===== src/rtl/quadrature_input_filter_pkg.sv =====
// Shared register map, ID prefix and quadrature-step classification
// used by the encoder input filter.
package quadrature_input_filter_pkg;

    localparam logic [2:0]  QIF_ADDR_ID     = 3'd0;
    localparam logic [2:0]  QIF_ADDR_CTRL   = 3'd1;
    localparam logic [2:0]  QIF_ADDR_STAT   = 3'd2;
    localparam logic [2:0]  QIF_ADDR_ERR    = 3'd3;

    localparam int          QIF_CTRL_EN_BIT = 31;

    localparam logic [15:0] QIF_ID_FAMILY   = 16'hEA68;
    localparam logic [15:0] QIF_ID_DEVICE   = 16'h0004;

    typedef enum logic [1:0] {
        QIF_MOVE_NONE,
        QIF_MOVE_FWD,
        QIF_MOVE_REV,
        QIF_MOVE_ILLEGAL
    } qif_move_e;

    // Forward Gray sequence {A,B}: 00 -> 10 -> 11 -> 01 -> 00
    function automatic logic [1:0] qif_fwd_next(input logic [1:0] s);
        case (s)
            2'b00:   return 2'b10;
            2'b10:   return 2'b11;
            2'b11:   return 2'b01;
            default: return 2'b00;
        endcase
    endfunction

    function automatic qif_move_e qif_classify(input logic [1:0] prev, input logic [1:0] cur);
        if (prev == cur)
            return QIF_MOVE_NONE;
        else if ((prev ^ cur) == 2'b11)
            return QIF_MOVE_ILLEGAL;
        else if (cur == qif_fwd_next(prev))
            return QIF_MOVE_FWD;
        else
            return QIF_MOVE_REV;
    endfunction

endpackage


===== src/rtl/qif_glitch_filter.sv =====
// One encoder channel: 2-FF synchroniser followed by a persistence filter
// that only passes a level once it has been stable for filt_len+1 cycles.
module qif_glitch_filter #(
    parameter int FILTER_W = 8
) (
    input  logic                clk,
    input  logic                rst,
    input  logic                en,
    input  logic [FILTER_W-1:0] filt_len,
    input  logic                raw,
    output logic                out
);

    logic                r_sync1;
    logic                r_sync2;
    logic [FILTER_W-1:0] r_cnt;

    always_ff @(posedge clk or posedge rst) begin
        if (rst) begin
            r_sync1 <= 1'b0;
            r_sync2 <= 1'b0;
        end else begin
            r_sync1 <= raw;
            r_sync2 <= r_sync1;
        end
    end

    // Counter measures how long the synchronised level has disagreed with out.
    always_ff @(posedge clk or posedge rst) begin
        if (rst) begin
            r_cnt <= '0;
            out   <= 1'b0;
        end else if (!en) begin
            r_cnt <= '0;
        end else if (r_sync2 == out) begin
            r_cnt <= '0;
        end else if (r_cnt == filt_len) begin
            out   <= r_sync2;
            r_cnt <= '0;
        end else begin
            r_cnt <= r_cnt + 1'b1;
        end
    end

endmodule


===== src/rtl/quadrature_input_filter.sv =====
// Encoder front end: filtered A/B/Z, x4 quadrature decode into step/dir/err,
// and an Avalon-MM register file for configuration and status.
module quadrature_input_filter
    import quadrature_input_filter_pkg::*;
#(
    parameter int          FILTER_W = 8,
    parameter logic [31:0] ID_VALUE = {QIF_ID_FAMILY, QIF_ID_DEVICE}
) (
    input  logic        rsi_MRST_reset,
    input  logic        csi_MCLK_clk,
    input  logic [31:0] avs_ctrl_writedata,
    output logic [31:0] avs_ctrl_readdata,
    input  logic [3:0]  avs_ctrl_byteenable,
    input  logic [2:0]  avs_ctrl_address,
    input  logic        avs_ctrl_write,
    input  logic        avs_ctrl_read,
    output logic        avs_ctrl_waitrequest,
    input  logic        A_in,
    input  logic        B_in,
    input  logic        Z_in,
    output logic        A_out,
    output logic        B_out,
    output logic        Z_out,
    output logic        step,
    output logic        dir,
    output logic        err
);

    logic                r_enable;
    logic [FILTER_W-1:0] r_filtLen;
    logic [15:0]         r_errCnt;
    logic [1:0]          r_prev;
    logic                r_wasEn;

    logic [31:0]         w_ctrlCur;
    logic [31:0]         w_ctrlWr;
    logic [31:0]         w_rdMux;
    logic                w_wrCtrl;
    logic                w_wrErr;
    logic [1:0]          w_state;
    qif_move_e           w_move;
    logic                w_unused;

    assign avs_ctrl_waitrequest = 1'b0;

    qif_glitch_filter #(.FILTER_W(FILTER_W)) u_filtA (
        .clk(csi_MCLK_clk), .rst(rsi_MRST_reset), .en(r_enable),
        .filt_len(r_filtLen), .raw(A_in), .out(A_out)
    );

    qif_glitch_filter #(.FILTER_W(FILTER_W)) u_filtB (
        .clk(csi_MCLK_clk), .rst(rsi_MRST_reset), .en(r_enable),
        .filt_len(r_filtLen), .raw(B_in), .out(B_out)
    );

    qif_glitch_filter #(.FILTER_W(FILTER_W)) u_filtZ (
        .clk(csi_MCLK_clk), .rst(rsi_MRST_reset), .en(r_enable),
        .filt_len(r_filtLen), .raw(Z_in), .out(Z_out)
    );

    assign w_state = {A_out, B_out};
    assign w_move  = qif_classify(r_prev, w_state);

    // The first enabled cycle only re-seeds prev, so a re-enable never emits a step.
    always_ff @(posedge csi_MCLK_clk or posedge rsi_MRST_reset) begin
        if (rsi_MRST_reset) begin
            r_prev  <= 2'b00;
            r_wasEn <= 1'b1;
            step    <= 1'b0;
            dir     <= 1'b0;
            err     <= 1'b0;
        end else begin
            r_prev  <= w_state;
            r_wasEn <= r_enable;
            step    <= 1'b0;
            err     <= 1'b0;
            if (r_enable && r_wasEn) begin
                case (w_move)
                    QIF_MOVE_FWD: begin
                        step <= 1'b1;
                        dir  <= 1'b1;
                    end
                    QIF_MOVE_REV: begin
                        step <= 1'b1;
                        dir  <= 1'b0;
                    end
                    QIF_MOVE_ILLEGAL: err <= 1'b1;
                    default: ;
                endcase
            end
        end
    end

    assign w_ctrlCur = {r_enable, {(QIF_CTRL_EN_BIT - FILTER_W){1'b0}}, r_filtLen};
    assign w_wrCtrl  = avs_ctrl_write && (avs_ctrl_address == QIF_ADDR_CTRL);
    assign w_wrErr   = avs_ctrl_write && (avs_ctrl_address == QIF_ADDR_ERR);
    assign w_unused  = ^{avs_ctrl_read, w_ctrlWr[QIF_CTRL_EN_BIT-1:FILTER_W]};

    always_comb begin
        w_ctrlWr = w_ctrlCur;
        for (int i = 0; i < 4; i++) begin
            if (avs_ctrl_byteenable[i])
                w_ctrlWr[8*i +: 8] = avs_ctrl_writedata[8*i +: 8];
        end
    end

    always_ff @(posedge csi_MCLK_clk or posedge rsi_MRST_reset) begin
        if (rsi_MRST_reset) begin
            r_enable  <= 1'b1;
            r_filtLen <= FILTER_W'(3);
        end else if (w_wrCtrl) begin
            r_enable  <= w_ctrlWr[QIF_CTRL_EN_BIT];
            r_filtLen <= w_ctrlWr[FILTER_W-1:0];
        end
    end

    // Clear beats a coincident increment.
    always_ff @(posedge csi_MCLK_clk or posedge rsi_MRST_reset) begin
        if (rsi_MRST_reset)
            r_errCnt <= 16'h0000;
        else if (w_wrErr)
            r_errCnt <= 16'h0000;
        else if (err && (r_errCnt != 16'hFFFF))
            r_errCnt <= r_errCnt + 16'h0001;
    end

    always_comb begin
        w_rdMux = 32'h0000_0000;
        case (avs_ctrl_address)
            QIF_ADDR_ID:   w_rdMux = ID_VALUE;
            QIF_ADDR_CTRL: w_rdMux = w_ctrlCur;
            QIF_ADDR_STAT: w_rdMux = {28'h0000000, dir, Z_out, B_out, A_out};
            QIF_ADDR_ERR:  w_rdMux = {16'h0000, r_errCnt};
            default:       w_rdMux = 32'h0000_0000;
        endcase
    end

    always_ff @(posedge csi_MCLK_clk or posedge rsi_MRST_reset) begin
        if (rsi_MRST_reset)
            avs_ctrl_readdata <= 32'h0000_0000;
        else
            avs_ctrl_readdata <= w_rdMux;
    end

endmodule


===== config.mk =====
export PLATFORM = sky130hd
export DESIGN_NAME = quadrature_input_filter
export DESIGN_NICKNAME = d
export VERILOG_FILES = /design/src/rtl/quadrature_input_filter_pkg.sv /design/src/rtl/qif_glitch_filter.sv /design/src/rtl/quadrature_input_filter.sv
export SDC_FILE = /design/constraint.sdc
export NUM_CORES = 1
export LEC_CHECK = 0
export BUFFER_PORTS_ARGS = -buffer_cell sky130_fd_sc_hd__buf_4
export CORE_AREA = 2 2 73 127
export DETAILED_ROUTE_END_ITERATION = 7
export DIE_AREA = 0 0 75 129
export GPL_ROUTABILITY_DRIVEN = 0
export HOLD_SLACK_MARGIN = 0.1
export PLACE_DENSITY = 0.71
export SKIP_CTS_REPAIR_TIMING = 1
export SYNTH_ARGS = -nofsm -noshare
export SYNTH_HDL_FRONTEND = slang
export SYNTH_SLANG_ARGS = --single-unit

===== constraint.sdc =====
create_clock -name csi_MCLK_clk -period 3.1 [get_ports csi_MCLK_clk]
set_input_delay 0.93 -clock csi_MCLK_clk [delete_from_list [all_inputs] [get_ports csi_MCLK_clk]]
set_output_delay 0.93 -clock csi_MCLK_clk [all_outputs]
set_load 0.1 [all_outputs]

Word level (Yosys, flattened, before mapping). Index checks and enable logic that the tools add are counted.

Register bits after elaboration: 96. Input bits: 46. Output and inout port bits: 39.

Add/sub/neg operators: 4. Eq/ne operators: 18. Muxes and demuxes: 23. Bitwise logic cells: 4. Reduce and logical (&&, ||, !) cells: 15.

Operator list (count): $pmux W32 S4 (1); $mux W8 (9); $mux W16 (2); $add A8 B1 Y8 const B (3); $eq A8 B8 Y1 (3); $add A16 B1 Y16 const B (1); $ne A16 B16 Y1 const B (1); $eq A2 B2 Y1 const B (5); $mux W2 (5); $reduce_and A3 Y1 (3); $eq A3 B2 Y1 const B (2); $pmux W2 S3 (1); $reduce_and A2 Y1 (3); $eq A2 B2 Y1 (2); $logic_and A1 B1 Y1 (4); $mux W1 (4); $reduce_bool A2 Y1 (2); $eq A1 B1 Y1 (3); $eq A3 B1 Y1 const B (1); $logic_not A3 Y1 (1); $not A1 Y1 (3); $eq A2 B1 Y1 const B (1); $logic_not A2 Y1 (1); $pmux W1 S2 (1); other kinds (2) (2).

Depth between registers and ports, before layout. Gate-level depths: netlist (run 1).

Word-level depth: 12. Depth in mapped cells: 6. Depth with buffers taken out: 6.

By module. From an unflattened synthesis (run 1), not the netlist that was laid out.

Cells, all modules: 356. Area, all modules: 3953.8 µm².

Modules (own cells, without submodules): quadrature_input_filter (instances 1, cells an instance 206, area each 2317.2 µm², sequential area each 1231.2 µm²); qif_glitch_filter (instances 3, cells an instance 50, area each 545.5 µm², sequential area each 275.3 µm²).

Worst setup path after synthesis (run 1). No wires, ideal clock.

Kind: register to output. Start: register, netlist name avs_ctrl_readdata[30]. End: output port avs_ctrl_readdata[21]. Arrival time: 1.407 ns. Path slack: 0.763 ns. Cell stages (with the launch flop): 2. Path buffers: 1. Cells stage by stage: dfrtp_1 buf_4.

RTL lines: to (decl) (RTL line quadrature_input_filter.sv:12) `output logic [31:0] avs_ctrl_readdata,`.

Worst setup path in the final report (run 1).
Start: register err. End: output port err.

RTL lines: from (decl) (RTL line quadrature_input_filter.sv:26) `output logic err`; from (signal assigned) (RTL line quadrature_input_filter.sv:71) `err <= 1'b0;`; from (signal assigned) (RTL line quadrature_input_filter.sv:76) `err <= 1'b0;`; from (signal assigned) (RTL line quadrature_input_filter.sv:87) `QIF_MOVE_ILLEGAL: err <= 1'b1;`.

No word-level cell between the ends.

==> results of run 1 <==
cell families (layout without fill, tap and decap cells):
kind of cell	count (synthesis)	in the layout
simple gates	122	122
flops	82	82
xor+xnor	49	49
compound gates	44	44
buf+inv	34	78
mux	17	17
fa+ha+maj	7	7
other cells	1	9
synthesized netlist by cell type (all sizes together), types with 9 or more instances:
cell type | instances | area share [%]
dfrtp | 78 | 49
xor2 | 42 | 9.3
nor2 | 31 | 3.0
nand3 | 27 | 3.6
buf | 18 | 3.5
mux2 | 15 | 4.3
a21oi | 12 | 1.5
inv | 11 | 1.0
and3 | 10 | 1.6
o21ai | 10 | 1.3
and2 | 9 | 1.4
per-stage QoR:
step | hold WS, ns | cells
floorplan | 0.331 | 364
global placement | 0.335 | 509
detailed placement | 0.335 | 509
CTS | 0.348 | 525
global route | 0.359 | 525
finish | 0.347 | 525
registers in the layout (all words and copies together), names as in the netlist:
signal and flops:
err 1, u_filtB.r_sync1 1, r_filtLen 8, u_filtZ.out 1, u_filtZ.r_sync1 1, u_filtA.r_sync1 1
dir 1, r_enable 1, r_prev 2, u_filtZ.r_cnt 8, u_filtZ.r_sync2 1, u_filtB.out 1
r_errCnt 16, u_filtA.r_sync2 1, step 1, u_filtB.r_sync2 1, u_filtA.out 1, u_filtA.r_cnt 8
r_wasEn 1, avs_ctrl_readdata 18, u_filtB.r_cnt 8
layout by cell type, fill, tap and decap left out, drive strengths merged, types with 8 or more instances in the layout:
master and instances:
inv 10, and2 9, xor2 42, nand2 8
nand3 27, and3 10, clkbuf 15, o21ai 10
or3 8, conb 9, buf 51, a21oi 12
nor2 31, nor4 8, mux2 15, dfrtp 78
area by class of cell:
class	count	area [um2]
clock buffer	15	288
clock inverter	1	30.0
inverter	11	42.5
tap	117	146
fill	754	3940
timing repair buffer	51	395
sequential	82	2060
multi-input combinational	248	1720
report_power, final:
part	leakage (nW)	switching (mW)	internal [mW]	total [mW]
sequential	1.09	0.207	1.21	1.42
clock	0.156	0.392	0.712	1.10
combinational	0.991	0.655	0.289	0.944
total	2.23	1.25	2.21	3.46
final timing paths:
| path | from | endpoint | slack [ns] | cells after the start |
|---|---|---|---|---|
| worst max-delay path | err | err | 0.85 | 1 |
| worst min-delay path | u_filtA.r_sync1 | u_filtA.r_sync2 | 0.35 | 0 |
| worst max register to register | r_errCnt[0] | r_errCnt[11] | 1.17 | 5 |
| worst min register to register | u_filtA.r_sync1 | u_filtA.r_sync2 | 0.35 | 0 |
| max in group asynchronous | rsi_MRST_reset | r_wasEn | 1.76 | 3 |
| min in group asynchronous | rsi_MRST_reset | avs_ctrl_readdata[9] | 0.64 | 2 |
layer usage:
layer | share of wire [%] | wire length [um] | vias up | GRT usage (%)
met4 | 3.3 | 263 | 0 | 8.82
li1 | - | - | 1320 | -
met2 | 57 | 4560 | 64 | 32.9
met1 | 36 | 2880 | 1359 | 17.6
met5 | 0 | 0 | - | 0
met3 | 3.5 | 279 | 20 | 4.31
==> flow_summary_export.csv, run 1 <==
group,metric,value,unit
logic_synthesis,synthAdderAreaFrac,2.22,%
routing,finalWirelength,7.98,mm
logic_synthesis,synth-edff-count,0,
power_and_ir_drop,p_per_area,741,nW/um2
timing,setup_tns,0,ns
timing,period_share,72.5,%
power_and_ir_drop,peakVddDrop,0.449,mV
routing,drc_errors,0,
clock_network,path_clk_slew,0.06,ns
timing,clock.fmax,445,MHz
critical_path,path_cells,"buf_4",
critical_path,cp_num_buf_inv,1,
floorplan,dieWidth,75,um
critical_path,end_kind,"primary output",
logic_synthesis,synth_xor_area_share,10.9,%
global_routing,grt_max_degree,52,
timing,drv_slew,0,
critical_path,cpPeakStageDelay,0.61,ns
critical_path,cp_max_fo,11,
logic_synthesis,yosys_warnings,0,
global_routing,grt_util_all_layers,17.8,%
clock_network,htree_levels,3,
clock_network,root_buffer,"clkbuf_16",
global_routing,grt_first_pass_wirelength,12.9,mm
floorplan,die_area,9680,um2
routing,viasPerCell,5.26,
logic_synthesis,synth_compound_gate_area_share,7.27,%
final_layout,area_growth_syn_to_layout,18.6,%
floorplan,initial_utilization,45.8,%
timing,worst_slack,0.852,ns
final_layout,drive_above_1_share,22.8,%
placement,portBuffers,49,
hold_path,hold_class,"reg -> reg",
placement,place_ws,0.687,ns
timing,slew_headroom,56.1,%
logic_synthesis,synth_cell_types,50,
critical_path,crit_family,"flip-flops",
logic_synthesis,netlist_instances,356,
critical_path,arrival,1.32,ns
logic_synthesis,synthSimpleGateAreaFrac,17.6,%
global_routing,overflow,0,
floorplan,boundaryPins,85,
routing,num_vias,2763,
logic_synthesis,synth_seq_cells,82,
timing,hold_violations,0,
clock_network,cts_buffers,9,
routing,wl_per_cell,15.2,um
logic_synthesis,netlist_area,3940,um2
global_routing,antenna_found_initial,0,
logic_synthesis,synth_top_family_by_area,"simple AND/OR/NAND/NOR gates",
clock_network,cts_tree,"built",
run_status,status,"complete, no violations",
timing,setup_viol,0,
floorplan,rows,45,
floorplan,coreArea,8610,um2
placement,dp_hpwl,5.85,mm
timing,fin_crit,2.25,ns
timing,rsz0062_at_grt,"false",
timing,tightest_slew,0.653,ns
clock_network,clockBufferDepth,2,
placement,placed_area,4360,um2
logic_synthesis,synth_mux_area_share,4.79,%
routing,ant_nets,0,
final_layout,diodes,0,
logic_synthesis,ys_seq_area_share,52.2,%
final_layout,finalNetCount,456,
logic_synthesis,syn_avg_cell_area,11.1,um2
logic_synthesis,synth_top_flop_cell,"dfrtp_1",
clock_network,clock_latency,0.33,ns
final_layout,utilization,54.3,%
critical_path,startpoint_type,"flip-flop",
timing,skew,0.00580,ns
critical_path,cp_slowest_cell,"dfrtp_1",
critical_path,critPathRequiredTime,2.17,ns
clock_network,cts_sinks,82,
power_and_ir_drop,p_leak,2.23,nW
flow_run,maxCapViolations,0,
routing,drt_first_iter_violations,153,
final_layout,final_area,4680,um2
routing,dr.pass1.iters,4,
global_routing,grt_pass1_vias,2809,
logic_synthesis,async_flop_share,100,%
power_and_ir_drop,power,3.46,mW
floorplan,dieHeight,129,um
critical_path,crit_type,"reg -> out",
Note: power is estimated with default switching activity, not from simulation.
==> inputs of run 2 (changes only) <==
- PLACE_DENSITY: 0.71 -> 0.69
- clock period: 3.1 -> 2.3 ns (I/O delays scaled with it)
==> flow_summary_export.csv, run 2 (synthesis gave the netlist of run 1 again) <==
group,metric,value,unit
clock_network,htree_levels,3,
floorplan,coreArea,8610,um2
hold_path,hold_class,"reg -> reg",
timing,tightest_slew,0.667,ns
critical_path,critPathRequiredTime,2.56,ns
power_and_ir_drop,p_leak,2.26,nW
placement,dp.cells,511,
critical_path,rr_startpoint,"r_errCnt[0]",
critical_path,crit_type,"reg -> reg",
timing,hold_violations,0,
hold_path,whs_path_depth,0,
timing,skew,0.00604,ns
power_and_ir_drop,p_per_area,1030,nW/um2
critical_path,rr_endpoint,"r_errCnt[5]",
timing,drv_slew,0,
clock_network,root_buffer,"clkbuf_16",
global_routing,grt_max_degree,83,
floorplan,die_area,9680,um2
critical_path,cp_max_fo,16,
global_routing,grt_util_all_layers,18.3,%
routing,dr.pass1.iters,4,
timing,rsz0062_at_grt,"false",
global_routing,grt_pass1_vias,2718,
placement,placed_area,4380,um2
critical_path,rr_worst_depth,5,
timing,setup_viol,0,
floorplan,rows,45,
timing,clock.fmax,515,MHz
final_layout,largest_reg_flops,18,
final_layout,top_regs,"avs_ctrl_readdata (18), r_errCnt (16)",
timing,setup_tns,0,ns
global_routing,overflow,0,
routing,drt_first_iter_violations,105,
final_layout,drive_above_1_share,23.7,%
clock_network,clockBufferDepth,2,
timing,slew_headroom,55.2,%
critical_path,arrival,2.20,ns
routing,ant_nets,0,
clock_network,cts_sinks,82,
floorplan,dieHeight,129,um
clock_network,path_clk_slew,0.06,ns
timing,fin_crit,1.94,ns
global_routing,antenna_found_initial,0,
timing,hold-worst-slack,0.346,ns
placement,dp_hpwl,5.79,mm
final_layout,finalNetCount,458,
final_layout,stdcell_count,527,
final_layout,final_area,4730,um2
routing,num_vias,2771,
critical_path,rrSetupSlack,0.36,ns
timing,period_share,84.4,%
hold_path,worstHoldStart,"u_filtA.r_sync1",
routing,viasPerCell,5.26,
flow_run,maxCapViolations,0,
global_routing,grt_first_pass_wirelength,13.2,mm
final_layout,diodes,0,
power_and_ir_drop,peakVddDrop,0.767,mV
routing,wl_per_cell,15.3,um
power_and_ir_drop,power,4.86,mW
critical_path,end_kind,"flip-flop",
clock_network,cts_tree,"built",
floorplan,initial_utilization,45.8,%
floorplan,dieWidth,75,um
final_layout,regMostFlops,"avs_ctrl_readdata",
run_status,status,"complete, no violations",
routing,drc_errors,0,
clock_network,clock_latency,0.34,ns
placement,portBuffers,49,
critical_path,startpoint_type,"flip-flop",
hold_path,worst_hold_path.endpoint,"u_filtA.r_sync2",
floorplan,boundaryPins,85,
routing,finalWirelength,8.08,mm
clock_network,cts_buffers,9,
final_layout,area_growth_syn_to_layout,20.0,%
final_layout,final_common_cell,"dfrtp_1",
final_layout,mostFrequentLayoutCells,"dfrtp_1, buf_4, xor2_1, nor2_1, nand3_1",
run 2: changes by cell type in the layout (fill, tap and decap cells not counted):
cell,change
bufinv_16,+2
buf_4,+2
clkbuf_8,-2
clkinv_2,+1
clkbuf_1,-2
clkinvlp_4,+1
run 2: how the worst max path moves through the flow:
stage / from / end / depth (start not counted)
after floorplan: avs_ctrl_readdata[30] / avs_ctrl_readdata[21] / 1
after detailed placement: avs_ctrl_address[1] / r_filtLen[4] / 4
final: r_errCnt[0] / r_errCnt[5] / 5
after global placement: avs_ctrl_address[1] / r_filtLen[6] / 4
after global routing: r_errCnt[0] / r_errCnt[5] / 5
after CTS: r_errCnt[0] / r_errCnt[3] / 5
run 2: cell type report:
| type | instances | area [um2] |
|---|---|---|
| clock buffers | 11 | 253 |
| inverters | 11 | 45.0 |
| well taps | 117 | 146 |
| multi-input cells | 248 | 1720 |
| fillers | 742 | 3880 |
| repair buffers | 53 | 410 |
| clock inverters | 5 | 100 |
| flip-flops and latches | 82 | 2060 |
run 2: through the flow:
| step | util (%) | setup slack, ns |
|---|---|---|
| final | 54.9 | 0.358 |
| after floorplan | - | 0.203 |
| after CTS | 54.9 | 0.346 |
| after global placement | 50.8 | 0.344 |
| after global routing | 54.9 | 0.0858 |
| after detailed placement | 50.8 | 0.322 |
run 2: worst max-delay path, stage by stage (launching register included):
cell and delay [ns]:
dfrtp_1 0.43, ha_1 0.21, nand4_1 0.18, nor4_4 0.67, o21ai_0 0.21, a21oi_1 0.15
run 2: routing by layer:
metal / part of all wire (%) / up-vias / global-route usage (%)
met5: 0 / - / 0
met4: 2.7 / 0 / 9.14
met3: 4.0 / 14 / 4.86
met2: 56 / 68 / 31.7
met1: 37 / 1366 / 20.0
li1: - / 1323 / -
run 2: where the power goes:
part           leakage, nW  switching [mW]  internal (mW)  total, mW
logic                0.998           0.883          0.396       1.28
registers             1.09           0.275           1.63       1.91
clock network        0.176           0.557           1.12       1.67
total                 2.26            1.72           3.14       4.86
